File: src/rtl/dac_tx_pkg.sv
// Shared types and defaults for the DAC serial transmitter.
`timescale 1ns/1ps
package dac_tx_pkg;
    typedef enum logic [1:0] {
        IDLE  = 2'd0,
        SHIFT = 2'd1,
        GAP   = 2'd2
    } state_t;

    localparam int DATA_W_DEF          = 8;
    localparam int CTRL_W_DEF          = 8;
    localparam int FRAME_W             = CTRL_W_DEF + DATA_W_DEF;
    localparam logic [7:0] CTRL_WORD_DEF = 8'h40;
endpackage

File: src/rtl/dac_tx_fifo.sv
// Small synchronous FIFO with count-based full/empty and show-ahead read data.
`timescale 1ns/1ps
module dac_tx_fifo #(
    parameter int W     = 8,
    parameter int DEPTH = 4
) (
    input  logic         clk,
    input  logic         rst,
    input  logic         push,
    input  logic         pop,
    input  logic [W-1:0] wdata,
    output logic [W-1:0] rdata,
    output logic         full,
    output logic         empty
);
    localparam int AW = (DEPTH > 1) ? $clog2(DEPTH) : 1;
    localparam logic [AW-1:0] PTR_LAST = AW'(DEPTH - 1);
    localparam logic [AW:0]   CNT_FULL = (AW + 1)'(DEPTH);

    logic [W-1:0]  mem [DEPTH];
    logic [AW-1:0] wr_ptr, rd_ptr;
    logic [AW:0]   count;
    logic          do_push, do_pop;

    // A push into a full FIFO is fine when the same cycle frees a slot.
    assign do_pop  = pop && !empty;
    assign do_push = push && (!full || do_pop);
    assign full    = (count == CNT_FULL);
    assign empty   = (count == '0);
    assign rdata   = mem[rd_ptr];

    always_ff @(posedge clk) begin
        if (do_push) mem[wr_ptr] <= wdata;
    end

    always_ff @(posedge clk or posedge rst) begin
        if (rst) begin
            wr_ptr <= '0;
            rd_ptr <= '0;
            count  <= '0;
        end else begin
            if (do_push) wr_ptr <= (wr_ptr == PTR_LAST) ? '0 : wr_ptr + 1'b1;
            if (do_pop)  rd_ptr <= (rd_ptr == PTR_LAST) ? '0 : rd_ptr + 1'b1;
            case ({do_push, do_pop})
                2'b10:   count <= count + 1'b1;
                2'b01:   count <= count - 1'b1;
                default: count <= count;
            endcase
        end
    end
endmodule

File: src/rtl/dac_serial_tx.sv
// Serialises {control, sample} frames to a 3-wire SPI-style DAC.
// Optional input FIFO enabled by defining DAC_TX_FIFO_EN.
`timescale 1ns/1ps
module dac_serial_tx
    import dac_tx_pkg::*;
#(
    parameter int                DATA_W     = DATA_W_DEF,
    parameter int                CTRL_W     = CTRL_W_DEF,
    parameter logic [CTRL_W-1:0] CTRL_WORD  = CTRL_WORD_DEF,
    parameter int                CLK_DIV    = 4,
    parameter int                CS_GAP     = 2,
    parameter int                FIFO_DEPTH = 4
) (
    input  logic              clk,
    input  logic              rst,
    input  logic [DATA_W-1:0] sample_in,
    input  logic              sample_valid,
    output logic              sample_ready,
    output logic              dac_sclk,
    output logic              dac_cs_n,
    output logic              dac_din,
    output logic              busy,
    output logic              frame_done
);
    localparam int FW   = CTRL_W + DATA_W;
    localparam int BW   = $clog2(FW);
    localparam int HC_W = (CLK_DIV > 1) ? $clog2(CLK_DIV) : 1;
    localparam int GW   = (CS_GAP > 1) ? $clog2(CS_GAP) : 1;
    localparam logic [HC_W-1:0] HALF_LAST = HC_W'(CLK_DIV - 1);
    localparam logic [GW-1:0]   GAP_LAST  = GW'(CS_GAP - 1);
    localparam logic [BW-1:0]   BIT_FIRST = BW'(FW - 1);

    if (CLK_DIV < 1 || CS_GAP < 1 || FIFO_DEPTH < 2 || (FIFO_DEPTH & (FIFO_DEPTH - 1)) != 0)
    begin : g_bad_param
        $error("dac_serial_tx: illegal CLK_DIV, CS_GAP or FIFO_DEPTH");
    end

    state_t            state;
    logic [FW-2:0]     shreg;
    logic [BW-1:0]     bit_cnt;
    logic [HC_W-1:0]   half_cnt;
    logic [GW-1:0]     gap_cnt;
    logic              avail, start;
    logic              chain;
    logic [DATA_W-1:0] load_data;
    logic [FW-1:0]     frame;

`ifdef DAC_TX_FIFO_EN
    logic fifo_full, fifo_empty;

    dac_tx_fifo #(.W(DATA_W), .DEPTH(FIFO_DEPTH)) u_fifo (
        .clk   (clk),
        .rst   (rst),
        .push  (sample_valid && !fifo_full),
        .pop   (start),
        .wdata (sample_in),
        .rdata (load_data),
        .full  (fifo_full),
        .empty (fifo_empty)
    );
    assign sample_ready = !fifo_full;
    assign avail        = !fifo_empty;
    assign chain        = 1'b1;
`else
    assign sample_ready = (state == IDLE);
    assign avail        = sample_valid;
    assign load_data    = sample_in;
    assign chain        = 1'b0;
`endif

    // Only the FIFO build may run straight from the gap into the next frame.
    assign start = avail && ((state == IDLE) || (chain && state == GAP && gap_cnt == '0));
    assign frame = {CTRL_WORD, load_data};
    assign busy  = (state != IDLE);

    always_ff @(posedge clk or posedge rst) begin
        if (rst) begin
            state      <= IDLE;
            shreg      <= '0;
            bit_cnt    <= '0;
            half_cnt   <= '0;
            gap_cnt    <= '0;
            dac_sclk   <= 1'b0;
            dac_cs_n   <= 1'b1;
            dac_din    <= 1'b0;
            frame_done <= 1'b0;
        end else begin
            frame_done <= 1'b0;
            if (start) begin
                state    <= SHIFT;
                shreg    <= frame[FW-2:0];
                dac_din  <= frame[FW-1];
                dac_cs_n <= 1'b0;
                dac_sclk <= 1'b0;
                bit_cnt  <= BIT_FIRST;
                half_cnt <= '0;
            end else begin
                case (state)
                    SHIFT: begin
                        if (half_cnt == HALF_LAST) begin
                            half_cnt <= '0;
                            if (!dac_sclk) begin
                                dac_sclk <= 1'b1;
                            end else if (bit_cnt == '0) begin
                                state      <= GAP;
                                dac_sclk   <= 1'b0;
                                dac_cs_n   <= 1'b1;
                                dac_din    <= 1'b0;
                                frame_done <= 1'b1;
                                gap_cnt    <= GAP_LAST;
                            end else begin
                                bit_cnt  <= bit_cnt - 1'b1;
                                dac_sclk <= 1'b0;
                                dac_din  <= shreg[FW-2];
                                shreg    <= shreg << 1;
                            end
                        end else begin
                            half_cnt <= half_cnt + 1'b1;
                        end
                    end
                    GAP: begin
                        if (gap_cnt == '0) state <= IDLE;
                        else               gap_cnt <= gap_cnt - 1'b1;
                    end
                    default: state <= IDLE;
                endcase
            end
        end
    end
endmodule
File: config.mk
export PLATFORM = sky130hd
export DESIGN_NAME = dac_serial_tx
export DESIGN_NICKNAME = d
export VERILOG_FILES = /design/src/rtl/dac_tx_pkg.sv /design/src/rtl/dac_tx_fifo.sv /design/src/rtl/dac_serial_tx.sv
export SDC_FILE = /design/constraint.sdc
export NUM_CORES = 1
export LEC_CHECK = 0
export BUFFER_PORTS_ARGS = -buffer_cell sky130_fd_sc_hd__buf_2
export CAP_MARGIN = 20
export CORE_MARGIN = 1
export CORE_UTILIZATION = 50
export CTS_BUF_LIST = sky130_fd_sc_hd__clkbuf_4 sky130_fd_sc_hd__clkbuf_8
export CTS_CLUSTER_SIZE = 40
export DETAILED_ROUTE_END_ITERATION = 12
export PLACE_DENSITY = 0.74
export SKIP_LAST_GASP = 1
export SYNTH_ARGS = -nofsm -noshare
export SYNTH_HDL_FRONTEND = slang
export SYNTH_SLANG_ARGS = --single-unit
File: constraint.sdc
create_clock -name clk -period 2.58 [get_ports clk]
set_clock_uncertainty 0.05 [all_clocks]
set_input_delay 0.129 -clock clk [delete_from_list [all_inputs] [get_ports clk]]
set_output_delay 0.129 -clock clk [all_outputs]
set_load 0.05 [all_outputs]
==> qor.yml, run 1 <==
detailed_routing:
  dr.pass1.iters: 4
  vias: 1011
  routed_wl_mm: 2.57
  drc: 0
  post_drt_wl_per_cell_um: 15.2
  drtIter0Drc: 18
  vias_per_cell: 5.98
  postRouteAntennaNets: 0
die:
  core_area_um2: 2540
  die_x_um: 54.4
  initial_core_util: 0.540
  row_count: 18
  dieArea_um2: 2960
  ios: 17
  die_h_um: 54.4
yosys:
  netlist.area_leader.share: 0.491
  synth_cell_types: 36
  yosysWarnings: 0
  synthTopCellsByArea: "dfrtp_1 49%, ha_1 6.4%, a22o_1 5.1%"
  synth.avg_cell_area_um2: 11.3
  synth_top_cell_by_area: "dfrtp_1"
  syn_area_um2: 1380
  synth-seq-cells: 28
  syn_inst: 122
  synth_fp_nets: 140
  seq_area_frac_synth: 0.510
pwr:
  leakage_nw: 0.792
  p_sw_mw: 0.143
  power_frac_comb: 0.033
  p_sw_frac: 0.191
  p_per_area_nw_per_um2: 482
  p_int_mw: 0.608
  p_clk_frac: 0.382
  sequentialPowerShare: 0.584
  irDropWorstVdd_uv: 327
setup_path:
  r2r_cells: 6
  worst-path-max-fanout: 13
  worst-endpoint-required_ns: 2.76
  criticalPathCategory: "reg2reg"
  critical_path.top_delay_family: "flip-flops"
  cp_cell_sequence: "inv_1 -> ha_1 -> and2_1 -> o21ai_2 -> buf_4 -> a22o_1"
  crit_path_start_kind: "flip-flop"
  endpoint_kind: "flip-flop"
  cp_slowest_cell: "dfrtp_1"
  slowest_delay_ns: 0.43
  path_depth: 6
  critical_path_buf_inv_count: 2
  arrival_ns: 2.28
min_path:
  hold_path_depth: 4
  hold_path_class: "in2reg"
sta:
  fin_setup_tns_ns: 0
  max_freq_mhz: 477
  hold_viol: 0
  setup_viol: 0
  period_minus_slack_ns: 2.10
  max_slew_margin: 0.630
  worstMarginPinSlew_ns: 0.552
  fin_crit_sh: 0.813
  rsz0062_at_grt: "false"
  maxSlewViolCount: 0
clocking:
  h-tree-depth: 1
  cts_sinks: 28
  root_buffer: "clkbuf_4"
  cts_buffer_depth: 2
  clkLatencyLatePin_ns: 0.33
  path_clk_slew_ns: 0.15
  cts_buffers: 3
  cts_tree: "done"
place:
  dp_hpwl_mm: 1.78
  port_buffers: 16
  placed_cell_area_um2: 1460
  place_congestion: 0.699
job:
  drv_cap: 0
final_layout:
  layout.area.seq_um2: 702
  fin_area_um2: 1560
  final_common_cell: "dfrtp_1"
  drive_gt1_frac: 0.216
  multiInputGateArea_um2: 588
  nets: 158
  syn2layout_area_growth_pct: 13.5
  fillers: 219
  layout_common_cells: "27 x dfrtp_1, 16 x buf_2, 10 x inv_1"
  diodes: 0
global_route:
  grt_first_pass_wirelength_mm: 4.24
  antenna_found_initial: 0
  grt_pass1_vias: 978
  grt_max_degree: 29
  grt_overflow_total: 0
  grt_use_total: 0.205
run_status:
  status: "finished clean"
routing by layer:
layer,vias to the layer above,track usage,part of all wire
li1,488,-,-
met1,490,0.261,0.48
met2,29,0.341,0.46
met3,4,0.0250,0.040
met4,0,0.103,0.019
met5,-,0,0
what timing repair did:
| item | in CTS | in global routing |
|---|---|---|
| gates resized for setup | 0 | 0 |
| hold buffers | 1 | 1 |
| endpoints found under the hold margin | 1 | 27 |
| buffers inserted | 0 | 0 |
flip-flops by register name (all words and copies together) (netlist names):
| name | cells |
|---|---|
| bit_cnt | 4 |
| dac_cs_n | 1 |
| dac_din | 1 |
| dac_sclk | 1 |
| frame_done | 1 |
| gap_cnt | 1 |
| half_cnt | 2 |
| shreg | 15 |
| state | 2 |
power by group through the flow:
stage	logic, mW	registers [mW]	clock network, mW
after global placement	0.0172	0.447	0
final	0.0249	0.439	0.287
after detailed placement	0.0181	0.447	0
after floorplan	0.00807	0.447	0
after global routing	0.0285	0.439	0.305
after CTS	0.0193	0.439	0.292
metrics by stage:
step / setup slack [ns] / std cells / power (mW) / util / hold slack [ns]
floorplan: 0.552 / 122 / 0.455 / - / 0.144
global placement: 0.605 / 162 / 0.464 / 0.574 / 0.316
detailed placement: 0.523 / 162 / 0.465 / 0.574 / 0.319
CTS: 0.491 / 167 / 0.751 / 0.598 / 0.00635
global route: 0.336 / 169 / 0.772 / 0.613 / 0.182
finish: 0.482 / 169 / 0.751 / 0.613 / 0.151
cells in the mapped netlist (all sizes together):
library cell / number
mux2i: 4
dfrtp: 27
and3: 8
nor2: 5
nor3: 1
a31o: 1
a222oi: 1
a32o: 1
o21ai: 4
inv: 10
a221oi: 1
a32oi: 1
a31oi: 7
or4: 1
nor4: 1
and2: 1
a22o: 8
dfstp: 1
or3b: 1
nor3b: 1
xor2: 1
ha: 7
nand4b: 1
nand3: 3
or3: 1
nor4b: 1
nand2: 4
buf: 4
clkbuf: 4
a21oi: 2
a22oi: 1
o2bb2ai: 7
o32a: 1
cell type report:
type,instances,area share
Clock buffer,3,0.0144
Sequential cell,28,0.450
Inverter,10,0.0241
Tap cell,30,0.0241
Clock inverter,1,0.0192
Timing Repair Buffer,21,0.0914
Multi-Input combinational cell,76,0.377
path summary, 6_finish.rpt:
| check | startpoint | end | slack, ns |
|---|---|---|---|
| min reg2reg | shreg[14] | dac_din | 0.46 |
| max | state[0] | shreg[8] | 0.48 |
| min | sample_in[1] | shreg[1] | 0.15 |
| min in group asynchronous | rst | shreg[3] | 0.18 |
| max reg2reg | state[0] | shreg[8] | 0.48 |
| max in group asynchronous | rst | dac_cs_n | 1.83 |
worst register-to-register path: stages (launching register included):
cell and delay [ns]:
dfrtp_1 0.43, inv_1 0.11, ha_1 0.37, and2_1 0.43, o21ai_2 0.21, buf_4 0.21, a22o_1 0.19
kinds of logic (layout without fill, tap and decap cells):
| kind of cell | Yosys count | count (layout) | share of synthesized area |
|---|---|---|---|
| AO/OA/AOI/OAI | 35 | 35 | 0.203 |
| XOR/XNOR | 1 | 1 | 0.00637 |
| adder cells (fa/ha/maj) | 7 | 7 | 0.0637 |
| buffers and inverters | 18 | 35 | 0.0619 |
| flip-flops | 28 | 28 | 0.510 |
| multiplexers | 4 | 4 | 0.0291 |
| AND/OR/NAND/NOR | 29 | 29 | 0.126 |
(Power assumes the default switching activity.)
==> inputs of run 2 (changes only) <==
--- a/config.mk
+++ b/config.mk
@@ -5,6 +5,7 @@
 export SDC_FILE = /design/constraint.sdc
 export NUM_CORES = 1
 export LEC_CHECK = 0
+export ABC_AREA = 1
 export BUFFER_PORTS_ARGS = -buffer_cell sky130_fd_sc_hd__buf_2
 export CAP_MARGIN = 20
 export CORE_MARGIN = 1
@@ -12,7 +13,7 @@
 export CTS_BUF_LIST = sky130_fd_sc_hd__clkbuf_4 sky130_fd_sc_hd__clkbuf_8
 export CTS_CLUSTER_SIZE = 40
 export DETAILED_ROUTE_END_ITERATION = 12
-export PLACE_DENSITY = 0.74
+export PLACE_DENSITY = 0.77
 export SKIP_LAST_GASP = 1
 export SYNTH_ARGS = -nofsm -noshare
 export SYNTH_HDL_FRONTEND = slang
==> constraint.sdc (replaced) <==
create_clock -name clk -period 1.7 [get_ports clk]
set_clock_uncertainty 0.05 [all_clocks]
set_input_delay 0.085 -clock clk [delete_from_list [all_inputs] [get_ports clk]]
set_output_delay 0.085 -clock clk [all_outputs]
set_load 0.05 [all_outputs]
==> qor.yml, run 2 <==
run_status:
  status: "finished clean"  # unchanged
yosys:
  synth_top_cell_by_area: "dfrtp_1"  # unchanged
  synth_fp_nets: 199  # was 140
  async_reset_ff_frac: 1.00  # unchanged
  ys.flop_type: "dfrtp_1"  # unchanged
  netlist.area_leader.share: 0.471  # was 0.491
  synth_most_common_cell: "nand2_1"  # was dfrtp_1
  synth_edf_count: 0  # unchanged
  synth_cell_types: 22  # was 36
  synth-seq-cells: 28  # unchanged
  synth.avg_cell_area_um2: 7.93  # was 11.3 um^2
  syn_inst: 181  # was 122
  yosysWarnings: 0  # unchanged
  ys_top_cells_by_count: "90 x nand2_1, 27 x dfrtp_1, 15 x inv_1, 11 x nand3_1, 8 x o21ai_0"  # was 27 x dfrtp_1, 10 x inv_1, 8 x a22o_1
  synthTopCellsByArea: "dfrtp_1 47%, nand2_1 24%, ha_1 6.1%"  # was dfrtp_1 49%, ha_1 6.4%, a22o_1 5.1%
  seq_area_frac_synth: 0.489  # was 0.510
  syn_area_um2: 1440  # was 1380 um^2
sta:
  period_minus_slack_ns: 1.63  # was 2.10 ns
  setup_viol: 0  # unchanged
  maxSlewViolCount: 0  # unchanged
  hold_viol: 0  # unchanged
  fin_crit_sh: 0.959  # was 0.813
  max_slew_margin: 0.772  # was 0.630
  fin_hold_ws_ns: 0.0180  # was 0.151 ns
  worstMarginPinSlew_ns: 0.342  # was 0.552 ns
  max_freq_mhz: 613  # was 477 MHz
setup_path:
  cp_cell_sequence: "inv_2 -> ha_4 -> nand2_2 -> buf_6 -> clkinvlp_2 -> nand2_1 -> nand2_1 -> nand2_1 -> nand2_1"  # was inv_1 -> ha_1 -> and2_1 -> o21ai_2 -> buf_4 -> a22o_1
  endpoint_kind: "flip-flop"  # unchanged
  criticalPathCategory: "reg2reg"  # unchanged
  crit_path_start_kind: "flip-flop"  # unchanged
  arrival_ns: 1.81  # was 2.28 ns
  worst-path-max-fanout: 12  # was 13
  crit_top_cell: "nand2_1"
  slowest_delay_ns: 0.42  # was 0.43 ns
  worst-endpoint-required_ns: 1.88  # was 2.76 ns
  cp_slowest_cell: "dfrtp_1"  # unchanged
final_layout:
  largest_register: "shreg"  # unchanged
  fin_area_um2: 1770  # was 1560 um^2
  largest_register_ffs: 15  # unchanged
  post-route-util: 0.647  # was 0.613
  fillers: 229  # was 219
  final_common_cell: "nand2_1"  # was dfrtp_1
  drive_gt1_frac: 0.214  # was 0.216
  layout_common_cells: "88 x nand2_1, 27 x dfrtp_1, 16 x buf_2"  # was 27 x dfrtp_1, 16 x buf_2, 10 x inv_1
  reg.largest.list: "shreg (15), bit_cnt (4)"  # unchanged
  nets: 234  # was 158
  syn2layout_area_growth_pct: 23.3  # was 13.5%
  diodes: 0  # unchanged
detailed_routing:
  post_drt_wl_per_cell_um: 10.9  # was 15.2 um
  postRouteAntennaNets: 0  # unchanged
  drtIter0Drc: 45  # was 18
  vias_per_cell: 4.96  # was 5.98
  drc: 0  # unchanged
  vias: 1221  # was 1,011
  dr.pass1.iters: 4  # unchanged
  routed_wl_mm: 2.67  # was 2.57 mm
pwr:
  power_frac_comb: 0.528  # was 0.033
  leakage_nw: 0.969  # was 0.792 nW
  p_sw_mw: 1.48  # was 0.143 mW
  p_clk_frac: 0.128  # was 0.382
  p_sw_frac: 0.446  # was 0.191
  p_int_mw: 1.84  # was 0.608 mW
  p_per_area_nw_per_um2: 1870  # was 482 nW/um^2
  irDropWorstVdd_uv: 1150  # was 327 uV
  sequentialPowerShare: 0.344  # was 0.584
global_route:
  grt_max_degree: 29  # unchanged
  antenna_found_initial: 0  # unchanged
  grt_overflow_total: 0  # unchanged
  grt_first_pass_wirelength_mm: 4.31  # was 4.24 mm
  grt_pass1_vias: 1014  # was 978
  grt_use_total: 0.173  # was 0.205
place:
  dp_hpwl_mm: 1.91  # was 1.78 mm
  port_buffers: 16  # unchanged
  placed_cell_area_um2: 1580  # was 1460 um^2
  place_congestion: 0.830  # was 0.699
clocking:
  path_clk_slew_ns: 0.15  # about the same
  root_buffer: "clkbuf_4"  # unchanged
  cts_sinks: 28  # unchanged
  cts_tree: "done"  # unchanged
  cts_buffers: 3  # unchanged
  cts_buffer_depth: 2  # unchanged
  clkLatencyLatePin_ns: 0.32  # was 0.33 ns
  h-tree-depth: 1  # unchanged
die:
  die_x_um: 55.6  # was 54.4 um
  core_area_um2: 2730  # was 2540 um^2
  ios: 17  # unchanged
  initial_core_util: 0.525  # was 0.540
  die_h_um: 55.6  # was 54.4 um
  row_count: 19  # was 18
  dieArea_um2: 3090  # was 2960 um^2
min_path:
  hold_path_class: "in2reg"  # unchanged
job:
  drv_cap: 0  # unchanged
run 2: cell count changes after synthesis, sizes merged, moves of 2 or more:
cell | previous run | this run
a21oi | 2 | 0
a22o | 8 | 0
a31oi | 7 | 0
and3 | 8 | 0
clkbuf | 4 | 0
inv | 10 | 16
mux2i | 4 | 0
nand2 | 4 | 91
nand3 | 3 | 12
nand4 | 0 | 2
nor2 | 5 | 7
o21ai | 4 | 10
o2bb2ai | 7 | 0
run 2: final cells by class:
cell class / count / area [um^2] / share of cell area
clock buffer: 3 / 22.5 / 0.0127
timing repair inverter: 1 / 5.00 / 0.00283
clock inverter: 1 / 30.0 / 0.0170
inverter: 16 / 63.8 / 0.0361
sequential: 28 / 702 / 0.397
timing repair buffer: 34 / 243 / 0.137
multi-input combinational: 132 / 664 / 0.376
tap: 31 / 38.8 / 0.0219
run 2: worst max-delay path: cells and delay by family (launching register included):
kind	cells	cell delay, ns
buf+inv	3	0.48
fa+ha+maj	1	0.17
simple gates	5	0.43
flops	1	0.42
run 2: through the flow:
step	setup TNS, ns	worst slack, ns	total power [mW]	instances
floorplan	0	0.0122	2.45	181
global placement	0	0.0408	2.71	229
detailed placement	-0.0103	-0.00517	2.77	229
CTS	0	0.000861	3.23	241
global route	-0.0765	-0.0218	3.59	246
finish	0	0.0694	3.32	246
run 2: cell families (layout without fill, tap and decap cells):
kind of cell / Yosys count / in the layout / share of synthesized area
adder cells (fa/ha/maj): 7 / 7 / 0.0610
AND/OR/NAND/NOR: 114 / 114 / 0.332
buffers and inverters: 21 / 55 / 0.0671
flip-flops: 28 / 28 / 0.489
AO/OA/AOI/OAI: 11 / 11 / 0.0506
run 2: path summary, 6_finish.rpt:
check / from / end / slack (ns) / depth (start not counted)
max: state[1] / shreg[7] / 0.07 / 9
min: sample_in[7] / shreg[7] / 0.02 / 5
max reg2reg: state[1] / shreg[7] / 0.07 / 9
min reg2reg: shreg[11] / shreg[12] / 0.44 / 2
max in group asynchronous: rst / dac_cs_n / 1.01 / 4
min in group asynchronous: rst / shreg[14] / 0.29 / 4
run 2: routing by layer:
layer  vias up  share of wire  global-route usage
li1        629              -                   -
met2        39           0.49               0.277
met3         2          0.041              0.0256
met1       551           0.47               0.252
met5         -              0                   0
met4         0         0.0030              0.0357
run 2: power groups by stage:
stage	Sequential, mW	Clock [mW]	Combinational, mW
floorplan	1.25	0	1.20
global placement	1.14	0	1.57
detailed placement	1.16	0	1.61
CTS	1.14	0.437	1.65
global route	1.17	0.461	1.95
finish	1.14	0.424	1.75
run 2: what timing repair did:
item | in CTS | in global routing
hold buffers | 8 | 0
setup buffers | 0 | 4
pin swaps | 0 | 3
hold endpoints to repair | 34 | 0
cloned | 0 | 1
resized for setup | 1 | 7
endpoints found under the setup margin | 6 | 22
